**config.mk**
```make
export PLATFORM = sky130hd
export DESIGN_NAME = fault_blink_encoder
export DESIGN_NICKNAME = d
export VERILOG_FILES = /design/src/rtl/fault_blink_pkg.sv /design/src/rtl/fault_flag_bank.sv /design/src/rtl/fault_blink_encoder.sv
export SDC_FILE = /design/constraint.sdc
export NUM_CORES = 1
export LEC_CHECK = 0
export ABC_CLOCK_PERIOD_IN_PS = 4450
export BUFFER_PORTS_ARGS = -buffer_cell sky130_fd_sc_hd__buf_2
export CORE_MARGIN = 2
export CORE_UTILIZATION = 45
export DETAILED_ROUTE_END_ITERATION = 10
export PLACE_DENSITY = 0.72
export SYNTH_ARGS = -nofsm -noshare
export SYNTH_HDL_FRONTEND = slang
export SYNTH_HIERARCHICAL = 1
export SYNTH_SLANG_ARGS = --single-unit
```
**constraint.sdc**
```tcl
create_clock -name clk -period 4.45 [get_ports clk]
set_input_delay 0.445 -clock clk [delete_from_list [all_inputs] [get_ports clk]]
set_output_delay 0.445 -clock clk [all_outputs]
set_load 0.03 [all_outputs]
```
**src/rtl/fault_blink_pkg.sv**
```systemverilog
// Shared types and helpers for the fault blink encoder: sequencer states,
// counter width and the round-robin channel search.
package fault_blink_pkg;

  typedef enum logic [1:0] {IDLE, ON, OFF, GAP} state_t;

  localparam int CNT_W     = 8;
  localparam int MAX_CH    = 16;
  localparam int MAX_IDX_W = 4;

  typedef struct packed {
    logic                 found;
    logic [MAX_IDX_W-1:0] idx;
  } sel_t;

  // First set flag scanning upward from cur+1 and wrapping; cur itself is
  // visited last so a lone flag keeps being selected.
  function automatic sel_t next_set_idx(input logic [MAX_CH-1:0]    flags,
                                        input logic [MAX_IDX_W-1:0] cur,
                                        input int                   num_ch);
    sel_t r;
    int   j;
    r = '0;
    for (int k = 1; k <= MAX_CH; k++) begin
      if (k <= num_ch && !r.found) begin
        j = int'(cur) + k;
        if (j >= num_ch) j = j - num_ch;
        if (flags[j]) begin
          r.found = 1'b1;
          r.idx   = MAX_IDX_W'(j);
        end
      end
    end
    return r;
  endfunction

endpackage

```
**src/rtl/fault_flag_bank.sv**
```systemverilog
// Sticky error flags with first-fault capture; with FAULT_CNT_EN defined it
// also keeps saturating per-channel event counters and a registered read port.
module fault_flag_bank
  import fault_blink_pkg::*;
#(
  parameter  int NUM_CH = 6,
  localparam int IDX_W  = $clog2(NUM_CH)
) (
  input  logic              clk,
  input  logic              rst,
  input  logic [NUM_CH-1:0] err_in,
  input  logic [NUM_CH-1:0] clr_mask,
  output logic [NUM_CH-1:0] flags,
  output logic [NUM_CH-1:0] flags_nxt,
  output logic [IDX_W-1:0]  first_idx,
  output logic              first_vld
`ifdef FAULT_CNT_EN
  ,
  input  logic [IDX_W-1:0]  cnt_sel,
  output logic [CNT_W-1:0]  cnt
`endif
);

  logic [IDX_W-1:0] low_idx;

  // Set wins over clear in the same cycle.
  assign flags_nxt = (flags & ~clr_mask) | err_in;

  always_comb begin
    low_idx = '0;
    for (int i = NUM_CH - 1; i >= 0; i--) begin
      if (err_in[i]) low_idx = IDX_W'(i);
    end
  end

  always_ff @(posedge clk or posedge rst) begin
    if (rst) begin
      flags     <= '0;
      first_vld <= 1'b0;
      first_idx <= '0;
    end else begin
      flags <= flags_nxt;
      if (!first_vld && |err_in) begin
        first_vld <= 1'b1;
        first_idx <= low_idx;
      end else if (first_vld && |clr_mask && flags_nxt == '0) begin
        first_vld <= 1'b0;
      end
    end
  end

`ifdef FAULT_CNT_EN
  localparam logic [CNT_W-1:0] CNT_ONE = 1;

  logic [CNT_W-1:0] ev_cnt [NUM_CH];

  // Clear wins over increment; counters stick at all-ones.
  always_ff @(posedge clk or posedge rst) begin
    if (rst) begin
      for (int i = 0; i < NUM_CH; i++) ev_cnt[i] <= '0;
      cnt <= '0;
    end else begin
      for (int i = 0; i < NUM_CH; i++) begin
        if (clr_mask[i])                        ev_cnt[i] <= '0;
        else if (err_in[i] && ev_cnt[i] != '1)  ev_cnt[i] <= ev_cnt[i] + CNT_ONE;
      end
      cnt <= (int'(cnt_sel) < NUM_CH) ? ev_cnt[cnt_sel] : '0;
    end
  end
`endif

endmodule

```
**src/rtl/fault_blink_encoder.sv**
```systemverilog
// Round-robin blink-code LED driver for sticky error flags: tick divider plus
// IDLE/ON/OFF/GAP sequencer. Define FAULT_CNT_EN to add per-channel counters.
module fault_blink_encoder
  import fault_blink_pkg::*;
#(
  parameter  int NUM_CH    = 6,
  parameter  int DIV       = 2000,
  parameter  int ON_TICKS  = 150,
  parameter  int OFF_TICKS = 150,
  parameter  int GAP_TICKS = 1000,
  localparam int IDX_W     = $clog2(NUM_CH)
) (
  input  logic              clk,
  input  logic              rst,
  input  logic              ena,
  input  logic [NUM_CH-1:0] err_in,
  input  logic [NUM_CH-1:0] clr_mask,
  output logic [NUM_CH-1:0] flags,
  output logic [IDX_W-1:0]  first_idx,
  output logic              first_vld,
  output logic              led
`ifdef FAULT_CNT_EN
  ,
  input  logic [IDX_W-1:0]  cnt_sel,
  output logic [CNT_W-1:0]  cnt
`endif
);

  localparam int TMAX   = (ON_TICKS > OFF_TICKS)
                          ? ((ON_TICKS  > GAP_TICKS) ? ON_TICKS  : GAP_TICKS)
                          : ((OFF_TICKS > GAP_TICKS) ? OFF_TICKS : GAP_TICKS);
  localparam int TMR_W  = $clog2(TMAX + 1);
  localparam int TCNT_W = (DIV > 1) ? $clog2(DIV) : 1;

  localparam logic [TMR_W-1:0]  T_ON     = TMR_W'(ON_TICKS - 1);
  localparam logic [TMR_W-1:0]  T_OFF    = TMR_W'(OFF_TICKS - 1);
  localparam logic [TMR_W-1:0]  T_GAP    = TMR_W'(GAP_TICKS - 1);
  localparam logic [TMR_W-1:0]  T_ONE    = 1;
  localparam logic [TCNT_W-1:0] TCNT_ONE = 1;
  localparam logic [IDX_W:0]    P_ONE    = 1;

  logic [NUM_CH-1:0] flags_nxt;
  logic [TCNT_W-1:0] tcnt;
  logic              tick;
  state_t            state, state_n;
  logic [IDX_W-1:0]  cur, cur_n, sel_idx;
  logic [IDX_W:0]    pulses, pulses_n;
  logic [TMR_W-1:0]  timer, timer_n;
  sel_t              sel;
  logic              abort;

  fault_flag_bank #(.NUM_CH(NUM_CH)) u_bank (
    .clk       (clk),
    .rst       (rst),
    .err_in    (err_in),
    .clr_mask  (clr_mask),
    .flags     (flags),
    .flags_nxt (flags_nxt),
    .first_idx (first_idx),
    .first_vld (first_vld)
`ifdef FAULT_CNT_EN
    ,
    .cnt_sel   (cnt_sel),
    .cnt       (cnt)
`endif
  );

  assign tick    = (tcnt == TCNT_W'(DIV - 1));
  assign sel     = next_set_idx(MAX_CH'(flags), MAX_IDX_W'(cur), NUM_CH);
  assign sel_idx = sel.idx[IDX_W-1:0];
  // Looking at next-cycle flags lets a clear drop the LED one clk after clr_mask.
  assign abort   = !ena || ((state != IDLE) && !flags_nxt[cur]);

  always_comb begin
    state_n  = state;
    cur_n    = cur;
    pulses_n = pulses;
    timer_n  = timer;
    if (abort) begin
      state_n = IDLE;
    end else if (tick) begin
      case (state)
        IDLE, GAP: begin
          if (state == IDLE || timer == '0) begin
            if (sel.found) begin
              cur_n    = sel_idx;
              pulses_n = {1'b0, sel_idx} + P_ONE;
              timer_n  = T_ON;
              state_n  = ON;
            end else begin
              state_n  = IDLE;
            end
          end else begin
            timer_n = timer - T_ONE;
          end
        end
        ON: begin
          if (timer == '0) begin
            pulses_n = pulses - P_ONE;
            timer_n  = T_OFF;
            state_n  = OFF;
          end else begin
            timer_n = timer - T_ONE;
          end
        end
        OFF: begin
          if (timer == '0) begin
            if (pulses != '0) begin
              timer_n = T_ON;
              state_n = ON;
            end else begin
              timer_n = T_GAP;
              state_n = GAP;
            end
          end else begin
            timer_n = timer - T_ONE;
          end
        end
        default: state_n = IDLE;
      endcase
    end
  end

  always_ff @(posedge clk or posedge rst) begin
    if (rst) begin
      tcnt   <= '0;
      state  <= IDLE;
      cur    <= IDX_W'(NUM_CH - 1);
      pulses <= '0;
      timer  <= '0;
      led    <= 1'b0;
    end else begin
      tcnt   <= tick ? '0 : tcnt + TCNT_ONE;
      state  <= state_n;
      cur    <= cur_n;
      pulses <= pulses_n;
      timer  <= timer_n;
      led    <= (state_n == ON) && ena;
    end
  end

endmodule

```
==> metrics.txt <==
# TYPE chip_impl_metric gauge
chip_impl_info{name="run_status",value="completed"} 1
chip_impl_metric{name="share_of_cells_above_drive_strength_1",unit=""} 0.199
chip_impl_metric{name="clock_skew",unit="ns"} 0.00859
chip_impl_info{name="top_ff_cell_synth",value="dfrtp_1"} 1
chip_impl_info{name="r2r-end",value="pulses[1]"} 1
chip_impl_metric{name="setup.reg_to_reg.worst_slack",unit="ns"} 0.42
chip_impl_metric{name="clk_transition_reported_paths",unit="ns"} 0.08
chip_impl_metric{name="buffer_ports.inserted",unit=""} 25
chip_impl_metric{name="power_density",unit="nW/um^2"} 210
chip_impl_metric{name="setup-violations-final",unit=""} 0
chip_impl_metric{name="postSynthRegisterBits",unit=""} 41
chip_impl_metric{name="reg2reg_depth",unit=""} 15
chip_impl_metric{name="crit_buf_inv",unit=""} 4
chip_impl_metric{name="timing.fmax",unit="GHz"} 0.248
chip_impl_metric{name="tightestPinTransition",unit="ns"} 0.624
chip_impl_info{name="worst_setup_path_end_kind",value="register"} 1
chip_impl_metric{name="hold_viol_final",unit=""} 0
chip_impl_metric{name="grt-ovfl-total",unit=""} 0
chip_impl_info{name="crit_path_from",value="cur[0]"} 1
chip_impl_metric{name="cts_max_level",unit=""} 2
chip_impl_metric{name="tns",unit="ns"} 0
chip_impl_metric{name="first_global_vias",unit=""} 2896
chip_impl_metric{name="area_share_of_the_leading_cell_type_in_the_synthesized_netlist",unit=""} 0.276
chip_impl_info{name="r2r_start",value="cur[0]"} 1
chip_impl_metric{name="ys.warnings.count",unit=""} 6
chip_impl_metric{name="post_drt_wl_per_cell",unit="um"} 13.9
chip_impl_metric{name="detailedRoute.firstPassIterationCount",unit=""} 4
chip_impl_info{name="worst_path_dominant_cell_family",value="simple AND/OR/NAND/NOR gates"} 1
chip_impl_metric{name="die_h",unit="um"} 92.6
chip_impl_metric{name="final-max-slew-violation-count",unit=""} 0
chip_impl_metric{name="start_util",unit=""} 0.462
chip_impl_metric{name="mean_number_of_vias_per_cell",unit=""} 5.66
chip_impl_metric{name="n_antenna_cell",unit=""} 0
chip_impl_metric{name="crit_required",unit="ns"} 4.60
chip_impl_metric{name="drt.antenna.violating_nets",unit=""} 0
chip_impl_metric{name="synth_enable_flop_cells",unit=""} 0
chip_impl_metric{name="num_io_pins",unit=""} 26
chip_impl_metric{name="areaGrowthSynthToFinish",unit="%"} 9.49
chip_impl_metric{name="globalplace.congestion",unit=""} 0.856
chip_impl_metric{name="post_route_worst_setup_slack",unit="ns"} 0.417
chip_impl_metric{name="core_area",unit="um^2"} 7650
chip_impl_info{name="clk_root_buffer_cell",value="clkbuf_8"} 1
chip_impl_info{name="cp_slowest_cell",value="dfstp_2"} 1
chip_impl_metric{name="worst_supply_voltage_drop_on_vdd",unit="mV"} 0.257
chip_impl_metric{name="seq_area_frac_synth",unit=""} 0.291
chip_impl_metric{name="antenna_found_initial",unit=""} 0
chip_impl_metric{name="synth_cell_type_count",unit=""} 81
chip_impl_info{name="critPathLaunchType",value="register"} 1
chip_impl_metric{name="number_of_clock_buffers_inserted_by_tritoncts",unit=""} 5
chip_impl_metric{name="async_flop_share",unit=""} 1.00
chip_impl_info{name="tritoncts_clock_tree",value="done"} 1
chip_impl_metric{name="grt_pass1_wl",unit="um"} 13200
chip_impl_metric{name="p_leak",unit="nW"} 1.62
chip_impl_metric{name="numClockSinks",unit=""} 41
chip_impl_info{name="critical_path_class",value="register to register"} 1
chip_impl_metric{name="synth_area",unit="um^2"} 3530
chip_impl_metric{name="grt_use_total",unit=""} 0.184
chip_impl_metric{name="drt_first_iter_violations",unit=""} 195
chip_impl_info{name="cp_cell_sequence",value="inv_1, ha_1, clkinv_1, ha_1, inv_1, ha_1, inv_1, nor4_1, a221oi_1, o21a_2, nand3b_2, nor3_4, o22a_2, mux2i_1, o31ai_1"} 1
chip_impl_info{name="synth.area.top_cells",value="dfrtp_1 28%, ha_1 8.1%, a21oi_1 4.1%"} 1
chip_impl_metric{name="nNetsFinal",unit=""} 469
chip_impl_metric{name="syn_avg_cell_area",unit="um^2"} 8.79
chip_impl_metric{name="dieWidth",unit="um"} 92.6
chip_impl_metric{name="number_of_buffers_on_the_longest_clock_path",unit=""} 2
chip_impl_metric{name="clock_insertion_delay_worst_skew",unit="ns"} 0.29
chip_impl_metric{name="place_hpwl",unit="um"} 5670
chip_impl_info{name="critPathCapture",value="pulses[1]"} 1
chip_impl_metric{name="cp_max_fo",unit=""} 12
chip_impl_metric{name="max_cap_viols",unit=""} 0
chip_impl_metric{name="drc",unit=""} 0
chip_impl_info{name="yosys.area.top_type",value="dfrtp_1"} 1
chip_impl_metric{name="synthesis.nets",unit=""} 440
chip_impl_info{name="most_common_cell_after_layout_fill_and_taps_aside",value="dfrtp_1"} 1
chip_impl_metric{name="worst_slew_margin_rel",unit=""} 0.584
chip_impl_metric{name="syn-instance-count",unit=""} 402
chip_impl_metric{name="fin_worst_hold_slack",unit="ns"} 0.147
chip_impl_metric{name="std_cell_rows",unit=""} 32
chip_impl_info{name="most-common-layout-cells",value="39 x dfrtp_1, 33 x inv_1, 31 x nor2_1"} 1
chip_impl_metric{name="grt_max_degree",unit=""} 32
chip_impl_metric{name="slowest_delay",unit="ns"} 0.68
chip_impl_metric{name="wp_depth",unit=""} 15
chip_impl_metric{name="placement.setup.worst_slack",unit="ns"} 0.326
chip_impl_metric{name="min_period",unit="ns"} 4.03
chip_impl_metric{name="report.power.total",unit="uW"} 813
chip_impl_metric{name="route.vias.total",unit=""} 3024
chip_impl_metric{name="worst-endpoint-arrival",unit="ns"} 4.18
chip_impl_metric{name="post-route-period-util",unit=""} 0.906
chip_impl_info{name="setup_repair_after_global_routing_missed_its_margin",value="false"} 1
chip_impl_metric{name="die-area",unit="um^2"} 8580
chip_impl_metric{name="routed_wl",unit="um"} 7430
chip_impl_info{name="hold_class",value="primary input to asynchronous set/reset pin"} 1
[cell usage after synthesis (6+ instances only)]
cell type,instances
a21oi_1,29
a21o_1,6
o21a_1,6
mux2_2,7
xnor2_1,7
nor2_1,31
nand3_1,11
dfrtp_1,39
or3_1,6
nand2b_1,10
inv_1,33
ha_1,23
o21ai_0,26
nand2_1,30
nor3_1,12
nor2b_1,8
[worst min-delay path by stage]
stage / from / to / slack, ns / cells after the start
after floorplan: rst / u_bank/first_idx[0] / 0.29 / 1
after global routing: rst / u_bank/first_idx[0] / 0.17 / 2
after CTS: rst / u_bank/flags[2] / 0.15 / 2
final: rst / u_bank/first_idx[0] / 0.15 / 2
after global placement: tcnt[0] / tcnt[0] / 0.45 / 1
after detailed placement: tcnt[0] / tcnt[0] / 0.46 / 1
[sequential cells by signal (all words and copies together), names as in the netlist]
signal / count
u_bank/first_vld: 1
pulses: 4
timer: 10
tcnt: 11
u_bank/flags: 6
u_bank/first_idx: 3
cur: 3
state: 2
led: 1
[through the flow]
step	std cells	utilization	area, um^2
2_1_floorplan	402	-	3530
3_3_place_gp	526	0.491	3760
3_5_place_dp	526	0.491	3760
4_1_cts	534	0.505	3860
5_1_grt	534	0.506	3870
6_report	534	0.506	3870
[layer usage]
layer / global-route usage / share of wire / up-vias
li1: - / - / 1513
met1: 0.259 / 0.49 / 1463
met2: 0.305 / 0.48 / 42
met3: 0.0195 / 0.020 / 6
met4: 0.0453 / 0.0087 / 0
met5: 0 / 0 / -
[final cells by class]
class	instances	area, um^2
repair buffers	31	170
multi-input cells	315	2300
fillers	694	3780
flip-flops and latches	41	1030
inverters	37	139
clock inverters	1	8.76
clock buffers	7	96.3
well taps	102	128
[cells by family after synthesis]
family	synth area share
compound gates	0.251
xor+xnor	0.0365
fa+ha+maj	0.0814
buf+inv	0.0606
flops	0.291
mux	0.0556
simple gates	0.224
[timing repair]
item | CTS | global route
buffers inserted | 0 | 0
hold buffers | 0 | 0
setup endpoints to repair | 0 | 4
resized for setup | 0 | 1
[power by group]
group          switching, mW  leakage [nW]  internal (mW)  total (mW)
logic                 0.0883          1.07         0.0495       0.138
clock network          0.129        0.0549          0.143       0.272
registers             0.0140         0.503          0.389       0.403
Power figures use the tool's default switching activity.
